### config.mk
export PLATFORM = sky130hd
export DESIGN_NAME = max_reduce_serial_uint
export DESIGN_NICKNAME = d
export VERILOG_FILES = /design/src/rtl/max_reduce_serial_uint.sv
export SDC_FILE = /design/constraint.sdc
export NUM_CORES = 1
export LEC_CHECK = 0
export ABC_AREA = 1
export BUFFER_PORTS_ARGS = -buffer_cell sky130_fd_sc_hd__buf_2
export CAP_MARGIN = 20
export CORE_ASPECT_RATIO = 0.6
export CORE_MARGIN = 1
export CORE_UTILIZATION = 59
export CTS_CLUSTER_SIZE = 28
export DETAILED_ROUTE_END_ITERATION = 10
export HOLD_SLACK_MARGIN = 0.08
export PLACE_DENSITY = 0.76
export SYNTH_ARGS = -nofsm -noshare
export SYNTH_HDL_FRONTEND = slang
export SYNTH_SLANG_ARGS = --single-unit
### constraint.sdc
create_clock -name clk -period 1.9 [get_ports clk]
set_clock_uncertainty 0.2 [all_clocks]
set_input_delay 0.19 -clock clk [delete_from_list [all_inputs] [get_ports clk]]
set_output_delay 0.19 -clock clk [all_outputs]
set_load 0.005 [all_outputs]
### src/rtl/max_reduce_serial_uint.sv
// max_reduce_serial_uint: bit-serial unsigned max reduction over a valid/ready frame (MAX_REDUCE_INDEX_EN adds out_idx)
module max_reduce_serial_uint #(
  parameter int WIDTH = 32,
  parameter int IDX_W = 8
) (
  input  logic             clk,
  input  logic             rst_n,
  input  logic             in_valid,
  output logic             in_ready,
  input  logic [WIDTH-1:0] in_data,
  input  logic             in_last,
  output logic             out_valid,
  input  logic             out_ready,
  output logic [WIDTH-1:0] out_max
`ifdef MAX_REDUCE_INDEX_EN
  ,
  output logic [IDX_W-1:0] out_idx
`endif
);
  localparam int BW = $clog2(WIDTH + 1);
  if (WIDTH < 1 || IDX_W < 1) begin : g_bad_params
    $error("max_reduce_serial_uint: WIDTH and IDX_W must be at least 1");
  end
  typedef enum logic [1:0] {ACCEPT, CMP, UPDATE, DONE} state_t;
  state_t state, state_nx;
  logic [BW-1:0] bcnt;
  logic [WIDTH-1:0] max_reg, cand_reg, wmax, wcand;
  logic first, last_reg, b;
  logic in_hs, cmp_end;
`ifdef MAX_REDUCE_INDEX_EN
  logic [IDX_W-1:0] idx_reg, cnt;
  assign out_idx = idx_reg;
`endif
  assign in_ready  = (state == ACCEPT) & rst_n;
  assign out_valid = state == DONE;
  assign out_max   = max_reg;
  assign in_hs     = in_valid & in_ready;
  assign cmp_end   = bcnt == BW'(WIDTH - 1);
  // state register, forced back to ACCEPT the moment reset asserts
  always_ff @(posedge clk or negedge rst_n)
    if (!rst_n) state <= ACCEPT;
    else state <= state_nx;
  // next state: first word only seeds the max, later words run a WIDTH-cycle compare
  always_comb begin
    state_nx = state;
    case (state)
      ACCEPT:  state_nx = in_hs ? (first ? (in_last ? DONE : ACCEPT) : CMP) : ACCEPT;
      CMP:     state_nx = cmp_end ? UPDATE : CMP;
      UPDATE:  state_nx = last_reg ? DONE : ACCEPT;
      DONE:    state_nx = out_ready ? ACCEPT : DONE;
      default: state_nx = ACCEPT;
    endcase
  end
  // datapath: LSB-first borrow chain of max - cand; a final borrow means cand is strictly larger
  always_ff @(posedge clk or negedge rst_n)
    if (!rst_n) begin
      max_reg  <= '0;
      cand_reg <= '0;
      wmax     <= '0;
      wcand    <= '0;
      bcnt     <= '0;
      b        <= 1'b0;
      last_reg <= 1'b0;
      first    <= 1'b1;
`ifdef MAX_REDUCE_INDEX_EN
      idx_reg  <= '0;
      cnt      <= '0;
`endif
    end else begin
      if (in_hs && first) begin
        max_reg <= in_data;
        first   <= 1'b0;
`ifdef MAX_REDUCE_INDEX_EN
        idx_reg <= '0;
        cnt     <= IDX_W'(1);
`endif
      end
      if (in_hs && !first) begin
        cand_reg <= in_data;
        wcand    <= in_data;
        wmax     <= max_reg;
        last_reg <= in_last;
        b        <= 1'b0;
        bcnt     <= '0;
      end
      if (state == CMP) begin
        b     <= (~wmax[0] & wcand[0]) | (~(wmax[0] ^ wcand[0]) & b);
        wmax  <= wmax >> 1;
        wcand <= wcand >> 1;
        bcnt  <= bcnt + 1'b1;
      end
      if (state == UPDATE) begin
        if (b) max_reg <= cand_reg;
`ifdef MAX_REDUCE_INDEX_EN
        if (b) idx_reg <= cnt;
        cnt <= cnt + 1'b1;
`endif
      end
      if (state == DONE && out_ready) first <= 1'b1;
    end
endmodule

* Word-level counts from Yosys, hierarchy flattened
Cells that the tools add are included.
** Storage, ports and cells
- Input port bits :: 37
- Bits in read-only memories :: 0
- Memories kept :: 0
- Latch bits :: 0
- Memory bits (writable) :: 0
- Flip-flop bits (word level) :: 139
** Operators by class
- Multiply operators :: 0
- Bitwise logic cells :: 8
- Multiplexer cells :: 20
- Magnitude comparators :: 0
- Shift-type cells :: 0
- $add $sub $neg :: 1
- Reductions and logical operators :: 7
- Eq/ne operators :: 4
- Div/mod/pow operators :: 0
** Operators with widths (number)
- 32-bit 2-to-1 mux :: 7
- 2-bit 2-to-1 mux :: 6
- 6-bit 2-to-1 mux :: 2
- 2-bit case mux with 4 select lines :: 1
- 6-bit by 1-bit adder with 6-bit output (second input constant) :: 1
- 6-bit by 5-bit == test with 1-bit output (second input constant) :: 1
- 1-bit AND :: 4
- 2-bit == test (second input constant) :: 2
- 1-bit 2-to-1 mux :: 4
- 2-bit nonzero test :: 2
- 1-bit logical AND :: 3
- 2-bit by 1-bit == test with 1-bit output (second input constant) :: 1
- 2-bit zero test :: 1
- 1-bit NOT :: 2
- 1-bit zero test :: 1
- 1-bit bitwise OR :: 1
- 1-bit XOR :: 1

* Depth between registers and ports, before layout
Gate-level depths: netlist (run 1).
- Depth after elaboration :: 7
- Gate-level depth with buffers :: 8

* Worst setup path after synthesis (run 1)
Ideal clock, no wire load.
- Kind :: reg2reg
- Start point :: register first
- End point :: register wmax[17]
- Arrival time :: 1.204 ns
- Setup slack :: 0.366 ns
- Period minus slack after synthesis :: 1.534 ns
- Cell stages (with the launch flop) :: 8
- Library setup time :: 0.131 ns
- Required time :: 1.569 ns
- Cell sequence :: dfstp_2 > inv_1 > nand4_4 > nand2_2 > buf_6 > buf_6 > nand2_1 > o21ai_0
** On the way
- Longest elaborated chain between the ends :: 3
** Ends and longest elaborated chain
- from (decl) :: RTL line 28 : logic first, last_reg, b;
- from (signal assigned) :: RTL line 64 : first <= 1'b1;
- from (signal assigned) :: RTL line 72 : first <= 1'b0;
- from (signal assigned) :: RTL line 99 : if (state == DONE && out_ready) first <= 1'b1;
- 1-bit zero test :: RTL line 78 : if (in_hs && !first) begin
- 1-bit logical AND :: RTL line 78
- 2-bit nonzero test (no source line)
- to (signal assigned) :: RTL line 81 : wmax <= max_reg;
- to (signal assigned) :: RTL line 88 : wmax <= wmax >> 1;
- to (decl) :: RTL line 27 : logic [WIDTH-1:0] max_reg, cand_reg, wmax, wcand;
No other way between the ends.
A chain may end at the register's enable or synchronous reset.

* Worst setup path in the final report (run 1)
- Start point :: register state[1]
- End point :: register wmax[14]
** On the way
- Longest elaborated chain between the ends :: 5
** Ends and longest elaborated chain
- from (decl) :: RTL line 25 : state_t state, state_nx;
- from (signal assigned) :: RTL line 42 : else state <= state_nx;
- 2-bit zero test :: RTL line 34 : assign in_ready = (state == ACCEPT) & rst_n;
- 1-bit AND :: RTL line 34
- 1-bit AND :: RTL line 37 : assign in_hs = in_valid & in_ready;
- 1-bit logical AND :: RTL line 78
- 2-bit nonzero test (no source line)
Parallel ways exist; a longest one is shown, timed or not.

==> metrics, run 1 <==
asr flop ratio synth 100%; Detailed Routing Iterations Pass 1 5; Synth top cells by count nand2_1 (335), dfrtp_1 (138), inv_1 (106); Hold Vio Cnt, Final 0; first-pass GRT wire length between 20000 and 30000 um; fin cells 1068; net count after synthesis around 860; synthesized cell area roughly 6500 um^2; Die Area 11400 um^2; status completed; Synth area leaders dfrtp_1 (53%), nand2_1 (19%), o21ai_0 (7.3%); initial antenna violation count 0; Max Root-Sink Buffers 2; count leader, synth nand2_1; DR iter-0 viols 580; Final Max Slew Viols 0; leak pwr 4.22 nW; starting density of the core between 60% and 70%; Syn Area/Cell just under 8 um^2; DP Cell Count 1000; vias in the first global route ~5600; routed via count 5689; CTS Sinks 139; Port-buffer cells 70; r2r worst-path depth 7; Tmin final between 1500 and 2000 ps; Critical Path AT 1920 ps; number of max-cap violations 0; cell row count 29; Worst-path clk slew 60 ps; later-pin clock latency in the skew report approximately 430 ps; Startpoint Class register; Fmax between 500 and 600 MHz; synth unique cells 23; Seq/Total Area, Yosys 53.7%; number of inserted diodes 0; Setup Fix Bufs, Post-CTS 0; Vias/cell 5.33; DRC violations left 0; Yosys top cell by area dfrtp_1; pin count of the biggest net entering global routing 99; Max VDD drop roughly 1.1 mV; Fin Hold WS 136 ps; TritonCTS clock tree built; # nets final between 900 and 1000; wire length per cell around 16 um; I/O pins slightly above 70; DIE WIDTH about 140 um; Setup TNS Final 0 ps; Critical Path RT 2030 ps; dpl hpwl 9910 um; Yosys warnings 0; Primary FF master, synth dfrtp_1; Total Wirelength 16700 um; H-Tree Level Count 4; Power Total 13.5 mW; Worst setup EP type register; Tcrit/Tclk final a little over nine tenths; setup violators final 0; Routed Antenna Nets 0; Synth Instances 818; Hold WC Path Type in -> async; total CTS buffers 17; worst setup path class reg -> reg; core area 10600 um^2; max_slew headroom around 60%; Yosys reg bits approximately 140; pin slew with the least headroom to its limit roughly 600 ps; area share of the largest cell type after synthesis 53.3%; synthesis-to-layout area growth 22.6%; clock root buffer clkbuf_16; All-Layer GR Usage 32.1%; layout cells sized above 1 13.6%; Die Y slightly above 80 um; Power Density 1700 nW/um^2; Overflow after GRT 0; number of synthesized flops with an enable pin 0; critical-path maximum fanout 41; GP Congestion approximately 0.84
==> per-layer routing <==
layer  global-route usage [%]  routed length [um]  vias up
met5                        0                   0        -
met3                     6.72                1210       29
li1                         -                   -     2726
met1                     46.0                7680     2710
met4                     9.99                 279        0
met2                     49.1                7580      224
==> through the flow <==
stage | utilization [%] | area, um^2 | setup WS, ps
final | 74.7 | 7940 | 118
after global routing | 74.7 | 7940 | -12.5
after CTS | 74.7 | 7940 | 97.1
after detailed placement | 65.4 | 6960 | 147
after global placement | 65.4 | 6960 | 208
after floorplan | - | 6480 | 366
==> cell families after synthesis <==
logic type	count (synthesis)	share of synthesized area (%)
AOI/OAI and AO/OA	139	12.0
adders and majority gates	2	0.386
buffers and inverters	151	10.0
DFF	139	53.7
and+or+nand+nor	387	23.8
==> cell usage in the layout (no fill, tap or decap), types with 3 or more instances in the layout <==
| cell type | synthesis | layout |
|---|---|---|
| nand2_1 | 335 | 335 |
| buf_2 | 15 | 69 |
| o21a_1 | 30 | 30 |
| buf_12 | 0 | 6 |
| inv_1 | 106 | 106 |
| o21ai_1 | 5 | 5 |
| clkinv_2 | 0 | 4 |
| inv_2 | 3 | 3 |
| nand3_1 | 39 | 39 |
| clkinv_4 | 0 | 4 |
| dlygate4sd3_1 | 0 | 36 |
| clkbuf_16 | 0 | 17 |
| nor2_1 | 6 | 6 |
| bufinv_16 | 0 | 4 |
| buf_4 | 5 | 8 |
| dfrtp_1 | 138 | 138 |
| o21ai_0 | 94 | 94 |
| o22ai_1 | 3 | 3 |
| a21oi_1 | 5 | 5 |
==> path summary, 6_finish.rpt <==
check                             start      endpoint  slack [ps]
setup / recovery               state[1]      wmax[14]         120
hold / removal                    rst_n         first         140
setup reg to reg               state[1]      wmax[14]         120
hold reg to reg            cand_reg[30]   out_max[30]         270
max in group asynchronous         rst_n  cand_reg[21]         780
min in group clk           cand_reg[30]   out_max[30]         270
==> critical path, stage by stage (launching register included) <==
cell and delay [ps]:
dfrtp_1 470, inv_2 50, nand2_2 130, buf_4 360
nand2_1 130, o21ai_0 140, nand2_1 100, o21ai_0 90
==> layout make-up <==
| type | count | area, um^2 |
|---|---|---|
| Sequential cell | 139 | 3480 |
| Timing Repair Buffer | 121 | 908 |
| Clock inverter | 15 | 199 |
| Inverter | 109 | 409 |
| Clock buffer | 17 | 425 |
| Multi-Input combinational cell | 528 | 2350 |
| Fill cell | 772 | 2690 |
| Tap cell | 139 | 174 |
==> report_power, final <==
| part | switching [mW] | internal [mW] | leakage (nW) |
|---|---|---|---|
| registers | 0.875 | 4.38 | 1.70 |
| clock network | 1.32 | 2.20 | 0.303 |
| logic | 2.87 | 1.82 | 2.22 |
| total | 5.07 | 8.40 | 4.22 |
==> repair_timing <==
item / in CTS / in global routing
setup endpoints to repair: 0 / 3
hold buffers: 36 / 0
resized for setup: 0 / 1
endpoints found under the hold margin: 239 / 0
(Power assumes the default switching activity.)
==> inputs of run 2 (changes only) <==
- ABC_AREA: 1 -> default
- CORE_UTILIZATION: 59 -> 58
- PLACE_DENSITY: 0.76 -> 0.75
==> run 2 against run 1 <==
Utilization up 0.11 points; final area shrank 0.19%; final cell count decreased by 23%; wire length fell by 6.6%; maximum frequency down 1.3%; sequential power is 5.1% lower; area after synthesis decreased by 1.9%; highest routed layer unchanged.
==> metrics, run 2 <==
DIE WIDTH 137 um; status completed; Max Root-Sink Buffers 2; asr flop ratio synth 100%; Compound-Gate Fraction of Synth Area 20.4%; CP delay by family, top simple AND/OR/NAND/NOR gates; cell row count 29; CTS Sinks 139; Detailed Routing Iterations Pass 1 5; pin slew with the least headroom to its limit 632 ps; Power Total 12.4 mW; Crit path largest cell delay just under 400 ps; Yosys reg bits 139; DRC violations left 0; Routed Antenna Nets 0; number of inserted diodes 0; setup violators final 0; fin cells 819; Synth top cells by count dfrtp_1 (138), a221o_1 (64), and2_1 (63); post-place setup slack 122 ps; Max VDD drop 0.835 mV; Worst setup EP type register; pin count of the biggest net entering global routing 51; most frequent cells in the layout dfrtp_1 (138), buf_2 (69), a221o_1 (64); clock root buffer clkbuf_16; Port-buffer cells 70; H-Tree Level Count 4; total CTS buffers 17; utilization after layout 74.8%; count leader, synth dfrtp_1; # nets final 707; main combinational cell family by area after synthesis compound AO/OA/AOI/OAI gates; Filler cells 697; Critical Path AT 1890 ps; Die Y 83.1 um; Hold WC Path Type in -> async; R2R Setup Slk 90 ps; Yosys warnings 0; Seq/Total Area, Yosys 54.8%; Startpoint Class register; wire length per cell 19.1 um; Hold Vio Cnt, Final 0; crit-path cells nand4bb_1 > nor2_4 > buf_12 > mux2_2; register area 3480 um^2; Setup Fix Bufs, Post-CTS 0; later-pin clock latency in the skew report ~400 ps; starting density of the core 60.0%; DR iter-0 viols 532; Vias/cell 6.28; xor/xnor cell area share of the yosys netlist less than 1%; unrepaired setup endpoints after global routing no; Post-Synth Adder-Cell Area 0.394%; synth unique cells 40; critical-path maximum fanout 24; initial antenna violation count 0; layout cells sized above 1 roughly a quarter; Overflow after GRT 0; Critical Path RT 1990 ps; net count after synthesis 607; dpl hpwl 9690 um; synthesized cell area 6350 um^2; All-Layer GR Usage 29.7%; DP Cell Count 752; most common cell after layout, fill and taps aside dfrtp_1; Worst-path clk slew roughly 60 ps; number of synthesized flops with an enable pin 0; Synth Instances 568; leak pwr 3.77 nW; core area 10600 um^2; Syn Area/Cell 11.2 um^2; Critical path buffers and inverters 1; number of max-cap violations 0; routed via count around 5100; GP Congestion 0.822; Total Wirelength 15600 um; cell at the slowest stage of the critical path dfrtp_1; TritonCTS clock tree built; worst setup path class reg -> reg; post-synthesis simple-gate area fraction 13.7%; Setup TNS Final 0 ps; Final Max Slew Viols 0; Primary FF master, synth dfrtp_1; area of the multi-input gates approximately 2600 um^2; Power Density about 1600 nW/um^2; post-synthesis mux area share 5.83%; first-pass GRT wire length 26000 um; vias in the first global route 4992; Tmin final 1810 ps; Fmax ~550 MHz; synthesis-to-layout area growth 24.8%; Yosys top cell by area dfrtp_1; max_slew headroom 57.8%; Die Area 11400 um^2; fin worst setup slack ~95 ps; I/O pins just over 70; Tcrit/Tclk final roughly 95%; area share of the largest cell type after synthesis 54.4%; Synth area leaders dfrtp_1 (54%), a221o_1 (10%), and2_1 (6.2%)
-- run 2: report_power, final --
group	internal [mW]	switching, mW	total, mW
clock network	2.34	1.25	3.59
registers	4.19	0.800	4.99
logic	1.92	1.88	3.80
-- run 2: area by class of cell --
cell class              count  share of cell area [%]
repair buffers            136                    13.0
well taps                 139                    2.19
inverters                   4                   0.189
clock buffers              22                    6.11
multi-input cells         370                    32.6
clock inverters             9                    2.04
flip-flops and latches    139                    43.9
-- run 2: worst paths after layout --
check | start | end | cells past startpoint
min | rst_n | wmax[0] | 3
min reg2reg | cand_reg[27] | cand_reg[27] | 1
max in group asynchronous | rst_n | wmax[21] | 4
max | state[1] | last_reg | 4
min in group clk | cand_reg[27] | cand_reg[27] | 1
max reg2reg | state[1] | last_reg | 4
-- run 2: cells by family (layout without fill, tap and decap cells) --
family | count (synthesis) | in the layout
compound gates | 181 | 181
flops | 139 | 139
mux | 33 | 33
simple gates | 153 | 153
fa+ha+maj | 2 | 2
xor+xnor | 1 | 1
buf+inv | 59 | 171
-- run 2: tightest hold or removal path, delay by kind of cell --
| family | cells | cell delay (ps) |
|---|---|---|
| buffers and inverters | 3 | 870 |
-- run 2: per-stage QoR --
stage                     hold slack (ps)  cell area [um^2]
after floorplan                      -306              6350
after global placement              -13.7              6920
after detailed placement            -2.23              6920
after CTS                             127              7930
after global routing                  110              7930
final                                94.1              7930
-- run 2: per-layer routing --
layer / wire length [um] / GRT usage [%] / share of wire, %
met5: 0 / 0 / 0
met4: 160 / 7.79 / 1.0
met3: 1180 / 6.96 / 7.5
met2: 7100 / 43.3 / 45
met1: 7210 / 44.7 / 46
-- run 2: what timing repair did --
action,CTS,global route
resized for setup,0,1
setup endpoints to repair,0,1
endpoints found under the hold margin,188,0
hold buffers,36,0
